--- src/rtl/seven_segment_scanner.sv ---
// rtl/seven_segment_scanner.sv - time-multiplexed 4-digit seven-segment scan controller
//
// Drives a 4-digit common-anode display through one shared external
// binary_to_seven_segment decoder. The 16-bit display value is double
// buffered, so a new value is only taken at a frame boundary and a digit
// never changes in the middle of a frame.
//
// Parameters:
//   REFRESH_DIV  clock cycles per digit slot (>= 4)
//   DEAD_CYCLES  dark cycles at the start of each slot (1 .. REFRESH_DIV-1)
//
// Ports:
//   clk         system clock
//   rst_n       asynchronous active-low reset
//   enable      1 = scan, 0 = display dark and scanner parked
//   value_in    four hex digits, digit 0 = [3:0] = rightmost
//   dp_in       per-digit decimal point request, active-high
//   load        one-cycle strobe capturing value_in/dp_in
//   hex_in      decoded pattern for dig_bin, active-low
//   dig_bin     nibble of the current digit, to the decoder
//   an_out      anode enables, active-low
//   seg_out     cathodes, active-low
//   dp_out      decimal point cathode, active-low
//   frame_tick  one-cycle pulse after every frame boundary
//
// Build option:
//   LEADING_ZERO_BLANK_EN  when defined, leading zero digits 3..1 are blanked

module seven_segment_scanner #(
    parameter int REFRESH_DIV = 100000,
    parameter int DEAD_CYCLES = 1000
) (
    input  logic        clk,
    input  logic        rst_n,
    input  logic        enable,
    input  logic [15:0] value_in,
    input  logic [3:0]  dp_in,
    input  logic        load,
    input  logic [6:0]  hex_in,
    output logic [3:0]  dig_bin,
    output logic [3:0]  an_out,
    output logic [6:0]  seg_out,
    output logic        dp_out,
    output logic        frame_tick
);

    localparam int CW = (REFRESH_DIV > 1) ? $clog2(REFRESH_DIV) : 1;
    localparam logic [CW-1:0] CNT_LAST = CW'(REFRESH_DIV - 1);
    localparam logic [CW-1:0] DEAD_LAST = CW'(DEAD_CYCLES - 1);

    localparam logic [1:0] S_IDLE  = 2'd0;
    localparam logic [1:0] S_DEAD  = 2'd1;
    localparam logic [1:0] S_DRIVE = 2'd2;

    logic [1:0]    state, state_nxt;
    logic [CW-1:0] cnt, cnt_nxt;
    logic [1:0]    idx, idx_nxt;
    logic          boundary;

    logic [15:0]   pend_val, pend_val_nxt;
    logic [3:0]    pend_dp, pend_dp_nxt;
    logic          pend_vld, pend_vld_nxt;
    logic [15:0]   disp_val, disp_val_nxt;
    logic [3:0]    disp_dp, disp_dp_nxt;

    logic          lz_blank;
    logic          drive_nxt;
    logic          seg_on;

    // Slot sequencing
    always_comb begin
        state_nxt = state;
        cnt_nxt   = cnt;
        idx_nxt   = idx;
        boundary  = 1'b0;
        if (!enable) begin
            state_nxt = S_IDLE;
            cnt_nxt   = '0;
            idx_nxt   = 2'd0;
        end else begin
            case (state)
                S_IDLE: begin
                    state_nxt = S_DEAD;
                    cnt_nxt   = '0;
                    idx_nxt   = 2'd0;
                end
                S_DEAD: begin
                    cnt_nxt = cnt + CW'(1);
                    if (cnt == DEAD_LAST) begin
                        state_nxt = S_DRIVE;
                    end
                end
                S_DRIVE: begin
                    if (cnt == CNT_LAST) begin
                        state_nxt = S_DEAD;
                        cnt_nxt   = '0;
                        idx_nxt   = idx + 2'd1;
                        boundary  = (idx == 2'd3);
                    end else begin
                        cnt_nxt = cnt + CW'(1);
                    end
                end
                default: begin
                    state_nxt = S_IDLE;
                    cnt_nxt   = '0;
                    idx_nxt   = 2'd0;
                end
            endcase
        end
    end

    // Double buffer: loads park in pend until the frame boundary, except
    // while parked (nothing to tear) or when the load lands on the boundary.
    always_comb begin
        pend_val_nxt = pend_val;
        pend_dp_nxt  = pend_dp;
        pend_vld_nxt = pend_vld;
        disp_val_nxt = disp_val;
        disp_dp_nxt  = disp_dp;
        if (load) begin
            pend_val_nxt = value_in;
            pend_dp_nxt  = dp_in;
        end
        if ((state == S_IDLE) && load) begin
            disp_val_nxt = value_in;
            disp_dp_nxt  = dp_in;
            pend_vld_nxt = 1'b0;
        end else if (boundary) begin
            if (load) begin
                disp_val_nxt = value_in;
                disp_dp_nxt  = dp_in;
            end else if (pend_vld) begin
                disp_val_nxt = pend_val;
                disp_dp_nxt  = pend_dp;
            end
            pend_vld_nxt = 1'b0;
        end else if (load) begin
            pend_vld_nxt = 1'b1;
        end
    end

    // Outputs are computed from next-state values so that dig_bin, anodes
    // and the blank flag all change on the same edge as idx.
`ifdef LEADING_ZERO_BLANK_EN
    always_comb begin
        case (idx_nxt)
            2'd3:    lz_blank = (disp_val_nxt[15:12] == 4'h0);
            2'd2:    lz_blank = (disp_val_nxt[15:8] == 8'h00);
            2'd1:    lz_blank = (disp_val_nxt[15:4] == 12'h000);
            default: lz_blank = 1'b0;
        endcase
    end
`else
    assign lz_blank = 1'b0;
`endif

    assign drive_nxt = (state_nxt == S_DRIVE) && !lz_blank;

    always_ff @(posedge clk or negedge rst_n) begin
        if (!rst_n) begin
            state      <= S_IDLE;
            cnt        <= '0;
            idx        <= 2'd0;
            pend_val   <= 16'h0000;
            pend_dp    <= 4'h0;
            pend_vld   <= 1'b0;
            disp_val   <= 16'h0000;
            disp_dp    <= 4'h0;
            an_out     <= 4'hF;
            dp_out     <= 1'b1;
            dig_bin    <= 4'h0;
            seg_on     <= 1'b0;
            frame_tick <= 1'b0;
        end else begin
            state      <= state_nxt;
            cnt        <= cnt_nxt;
            idx        <= idx_nxt;
            pend_val   <= pend_val_nxt;
            pend_dp    <= pend_dp_nxt;
            pend_vld   <= pend_vld_nxt;
            disp_val   <= disp_val_nxt;
            disp_dp    <= disp_dp_nxt;
            an_out     <= drive_nxt ? ~(4'b0001 << idx_nxt) : 4'hF;
            dp_out     <= drive_nxt ? ~disp_dp_nxt[idx_nxt] : 1'b1;
            dig_bin    <= disp_val_nxt[{idx_nxt, 2'b00} +: 4];
            seg_on     <= drive_nxt;
            frame_tick <= boundary;
        end
    end

    assign seg_out = seg_on ? hex_in : 7'h7F;

endmodule

--- config.mk ---
export PLATFORM = sky130hd
export DESIGN_NAME = seven_segment_scanner
export DESIGN_NICKNAME = d
export VERILOG_FILES = /design/src/rtl/seven_segment_scanner.sv
export SDC_FILE = /design/constraint.sdc
export NUM_CORES = 1
export LEC_CHECK = 0
export CAP_MARGIN = 20
export CELL_PAD_IN_SITES_DETAIL_PLACEMENT = 1
export CELL_PAD_IN_SITES_GLOBAL_PLACEMENT = 2
export CORE_ASPECT_RATIO = 0.6
export CORE_MARGIN = 4
export CORE_UTILIZATION = 38
export CTS_CLUSTER_DIAMETER = 100
export DETAILED_ROUTE_END_ITERATION = 8
export PLACE_DENSITY_LB_ADDON = 0.1
export SYNTH_ARGS = -nofsm -noshare
export SYNTH_HDL_FRONTEND = slang
export SYNTH_SLANG_ARGS = --single-unit
--- constraint.sdc ---
create_clock -name clk -period 7.3 [get_ports clk]
set_input_delay 0.73 -clock clk [delete_from_list [all_inputs] [get_ports clk]]
set_output_delay 0.73 -clock clk [all_outputs]
set_load 0.02 [all_outputs]
; Yosys cells after proc, flatten, opt, wreduce, memory -nomap -nowiden
; Index checks and enable logic that the tools add are counted.
[word_totals]
output_inout_bits = 17
wordCells = 58
reg_bits = 73
[classes]
n_reduce_logical = 3
n_bitwise = 2
n_lt_le_gt_ge = 1
eq_ne = 6
add_sub_neg = 2
shift = 2
n_mux = 29
[ops]
columns = cell, count
row1 = 16-bit 2-to-1 mux, 4
row2 = 17-bit 2-to-1 mux, 2
row3 = 17-bit case mux with 2 select lines, 1
row4 = 4-bit 2-to-1 mux, 5
row5 = "17-bit by 1-bit adder with 17-bit output, second input constant", 1
row6 = "17-bit by 10-bit == test with 1-bit output, second input constant", 1
row7 = "17-bit == test, second input constant", 1
row8 = 16-bit by 5-bit variable part select with 4-bit output, 1
row9 = 2-bit 2-to-1 mux, 5
row10 = 1-bit 2-to-1 mux, 8
row11 = 7-bit 2-to-1 mux, 1
row12 = "2-bit == test, second input constant", 3
row13 = 2-bit case mux with 3 select lines, 1
row14 = 4-bit inverter, 1
row15 = 2-bit case mux with 2 select lines, 1
row16 = "1-bit by 2-bit << shifter with 4-bit output, first input constant", 1
row17 = "2-bit by 3-bit < comparator with 1-bit output, second input constant", 1
row18 = 3-bit nonzero test, 1
row19 = "2-bit by 1-bit adder with 2-bit output, second input constant", 1
row20 = 1-bit binary-select mux with 2-bit select, 1
row21 = "2-bit by 1-bit == test with 1-bit output, second input constant", 1
row22 = 2-bit logical NOT, 1
row23 = 1-bit logical AND, 1
row24 = 1-bit inverter, 1

; Logic depth before layout (Yosys ltp)
[depth]
depth_word = 10
ltp_mapped = 11

; Worst setup path before layout
; Ideal clock, no wire load.
[synth_path]
path_kind = register -> register
from = register cnt[11]
to = register dig_bin[0]
t_required_ns = 7.179
arrival_time_ns = 2.371
stages_incl_launch_ff = 10
setup_ns = 0.121
n_path_buf = 2
path_slack_ns = 4.809
period_less_slack_ns = 2.491
cell_sequence = dfrtp_1 -> or4_4 -> or4_4 -> buf_6 -> nor2_4 -> o21ai_2 -> buf_6 -> o211a_1 -> o22ai_1 -> nor2_1
[synth_via]
elab_chain_len = 7
[synth_rtl]
columns = item, line_no
row1 = start: declaration, 56  ; logic [CW-1:0] cnt, cnt_nxt;
row2 = start signal: assignment, 176  ; cnt <= cnt_nxt;
row3 = 17-bit == test, 94  ; if (cnt == CNT_LAST) begin
row4 = 1-bit 2-to-1 mux, 94
row5 = 1-bit 2-to-1 mux, 81  ; case (state)
row6 = 1-bit 2-to-1 mux, 76  ; if (!enable) begin
row7 = 16-bit 2-to-1 mux, 128  ; end else if (boundary) begin
row8 = 16-bit 2-to-1 mux, 124  ; if ((state == S_IDLE) && load) begin
row9 = named net disp_val_nxt[4], 63  ; logic [15:0] disp_val, disp_val_nxt;
row10 = 16-bit by 5-bit variable part select with 4-bit output, 185  ; dig_bin <= disp_val_nxt[{idx_nxt, 2'b00} +: 4];
row11 = end signal: assignment, 185
row12 = end: declaration, 40  ; output logic [3:0] dig_bin,
; The timed path passes the listed nets, and every way through them passes these cells.
; A chain may end at the register's enable or synchronous reset.

; Worst setup path in the final report
[layout_path]
from = input port load
to = register dp_out
[layout_via]
elab_chain_len = 7
[layout_rtl]
columns = item, line_no
row1 = start: declaration, 38  ; input logic load,
row2 = 4-bit 2-to-1 mux, 129  ; if (load) begin
row3 = 4-bit 2-to-1 mux, 128
row4 = 4-bit 2-to-1 mux (*), 124
row5 = 1-bit binary-select mux with 2-bit select (*), 184  ; dp_out <= drive_nxt ? ~disp_dp_nxt[idx_nxt] : 1'b1;
row6 = 1-bit 2-to-1 mux (not written as such) (*), 184
row7 = 1-bit inverter (*), 184
row8 = 1-bit 2-to-1 mux (*), 184
row9 = end signal: assignment, 184
row10 = end: declaration, 43  ; output logic dp_out,
; Mark *: on every way between the ends. The rest lies on a longest branch, timed or not. The select of a mux whose other input is x is not followed.

==> qor.txt <==
status - complete, no violations
layout cells sized above 1 - 14.1%
Avg WL per Cell - 19.1 um
total die area - 11200 um^2
mux contribution to synthesized area - 8.76%
first-pass detailed-route iteration total - 4
Initial Util - 39.4%
unrepaired setup endpoints after global routing - false
vias - 2779
Total Wirelength - 10100 um
Overflow after GRT - 0
switching share of power - 24.8%
static leakage - 1.86 nW
CP startpoint - load
RR Startpoint - cnt[11]
Cells after Synth - 345
hold buffers post-CTS - 0
Worst-Skew Late Latency - 0.33 ns
Synth async-reset ratio - 100%
Worst Setup End Kind - register
Final Hold Viols - 0
Hold Crit Start - cnt[0]
CTS root buf - clkbuf_16
num ports - 48
HPWL Detailed - 6830 um
GPL Wtd Cong - 0.743
Synth-to-Final Area Change - 23.7%
hold depth - 1
critical path class - in -> reg
first-pass GRT wire length - 16600 um
Critical Path Fanout Max - 32
# clock sinks - 73
Mapped Area - 3630 um^2
Chip Height - 83.7 um
r2r endpoint - dig_bin[3]
clk_skew - 0.00842 ns
synth warn - 0
clk buf depth - 2
period utilization - 43.7%
I/O Buffers - 47
Worst Path Arrival - 3.40 ns
endpoints failing setup - 0
Post-Synth XOR/XNOR Area - 3.14%
Post-CTS Setup Bufs - 0
MaxCap Viol Count - 0
clock slew at reported path FFs - 0.06 ns
post-synthesis simple-gate area fraction - 18.0%
Post-Syn Area per Cell - 10.5 um^2
Psw - 0.247 mW
Worst Tran Pin Value - 1.09 ns
Final ANT Viol Nets - 0
Worst Path Required - 7.51 ns
DRC Markers - 0
crit path time final - 3.19 ns
All-Layer GR Usage - 19.0%
initial drt markers - 196
flops & latches, synth - 73
post-synthesis compound-gate area fraction - 14.3%
startpoint types - input pin
ant diodes - 0
Comb power frac - 13.0%
worst min-delay path category - reg -> reg
synth unique cells - 50
internal power - 0.750 mW
area of the core - 9220 um^2
Adder-Cell Fraction of Synth Area - 2.07%
FMAX - 314 MHz
dominant synthesized flop cell - dfrtp_1
slack of the worst reg-to-reg path - 4.23 ns
number of global-route vias before repair - 2908
initial antenna violation count - 0
Peak VDD IR - 0.131 mV
TritonCTS clock tree - built
Hold EP - cnt[0]
register area share after synthesis - 50.5%
pre-CTS setup slack - 3.76 ns
largest family of logic cells by synthesized area - simple AND/OR/NAND/NOR gates
num rows - 27
Syn Nets - 382
relative slew slack - 27.6%
Final Slew Violations - 0
cts repair resizes - 0
FF-to-FF path depth - 7
EDFF count, synth - 0
H-tree depth - 3
final worst setup slack - 4.11 ns
# nets final - 429
Sequential Power Share - 45.8%
Clk pwr share - 41.2%
setup TNS - 0 ns
Die Span X - 134 um
PwrDens - 222 nW/um^2
vias per cell - 5.27
CTS buffer count - 9
largest net degree at the start of global routing - 74
==> area by class of cell <==
class / count / area (um^2)
clock buffers: 13 / 260
well taps: 130 / 163
inverters: 11 / 41.3
repair buffers: 51 / 498
fillers: 1060 / 4730
multi-input cells: 246 / 1680
flip-flops and latches: 73 / 1830
clock inverters: 3 / 15.0
==> cell usage after synthesis (2+ instances only) <==
cell type,number,area (um^2)
o21ai_0,16,80.1
ha_1,6,75.1
a211oi_1,4,30.0
dfstp_2,5,131
and3_1,5,31.3
nand4_1,3,18.8
o221ai_1,2,17.5
nand3_1,13,65.1
dfrtp_1,68,1700
o211ai_1,3,22.5
inv_1,9,33.8
or4_4,2,22.5
nor2_1,28,105
buf_2,4,20.0
nor3_1,15,75.1
xor2_1,9,78.8
a21oi_1,20,100
or3_1,3,18.8
inv_2,2,7.51
o22ai_1,7,43.8
and2_1,2,12.5
o211a_1,11,110
nand2_1,23,86.3
nand2b_1,21,131
mux2_2,22,248
clkbuf_1,8,30.0
xnor2_1,4,35.0
buf_6,2,22.5
mux2i_1,7,70.1
==> power groups by stage <==
| stage | registers, mW | logic, mW | clock network, mW |
|---|---|---|---|
| after floorplan | 0.462 | 0.0729 | 0 |
| after global placement | 0.462 | 0.127 | 0 |
| after detailed placement | 0.463 | 0.130 | 0 |
| after CTS | 0.456 | 0.131 | 0.424 |
| after global routing | 0.460 | 0.144 | 0.442 |
| final | 0.457 | 0.129 | 0.411 |
==> worst max-delay path by stage <==
stage	end	slack (ns)	depth (start not counted)
global placement	dp_out	3.83	9
floorplan	dig_bin[0]	4.81	9
CTS	dp_out	4.11	9
detailed placement	dp_out	3.76	9
global route	dp_out	3.90	9
finish	dp_out	4.11	9
==> flip-flops by register name (all words and copies together) (netlist names), 2 cells and up <==
signal / count
pend_val: 16
idx: 2
an_out: 4
dig_bin: 4
pend_dp: 4
disp_dp: 4
disp_val: 16
state: 2
cnt: 17
==> cell usage in the layout, fill, tap and decap left out, types with 7 or more instances in the layout <==
cell / netlist / layout
mux2i_1: 7 / 7
nor2_1: 28 / 28
mux2_2: 22 / 22
nor3_1: 15 / 15
inv_1: 9 / 9
xor2_1: 9 / 9
o21ai_0: 16 / 15
clkbuf_16: 0 / 9
nand3_1: 13 / 13
nand2b_1: 21 / 21
o22ai_1: 7 / 7
clkdlybuf4s50_1: 0 / 46
dfrtp_1: 68 / 68
o211a_1: 11 / 11
a21oi_1: 20 / 20
nand2_1: 23 / 23
==> through the flow <==
step | power [mW] | hold slack [ns] | util, % | area (um^2) | std cells
6_report | 0.997 | 0.497 | 48.7 | 4490 | 527
4_1_cts | 1.01 | 0.498 | 48.7 | 4490 | 527
3_5_place_dp | 0.593 | 0.484 | 45.7 | 4210 | 511
3_3_place_gp | 0.589 | 0.487 | 45.7 | 4210 | 511
5_1_grt | 1.05 | 0.519 | 48.7 | 4490 | 527
2_1_floorplan | 0.535 | 0.434 | - | 3630 | 345
==> logic make-up after synthesis <==
logic type,after synthesis
buffers and inverters,26
XOR/XNOR,13
AND/OR/NAND/NOR,123
multiplexers,29
flip-flops,73
AO/OA/AOI/OAI,75
adder cells (fa/ha/maj),6
==> critical path: stages <==
cell and delay [ns]:
clkdlybuf4s50_1 0.40, buf_4 0.26, o21ai_1 0.17, buf_4 0.25
nor2_4 0.07, o21ai_2 0.83, mux2_2 0.43, o22ai_1 0.14
o31ai_1 0.10
==> metal layers <==
layer	GRT usage (%)	up-vias	share of wire, %
met1	29.9	1389	55
met4	3.88	0	0.66
met2	25.3	57	41
met3	5.42	8	4.1
met5	0	-	0
li1	-	1325	-
Note: power is estimated with default switching activity, not from simulation.
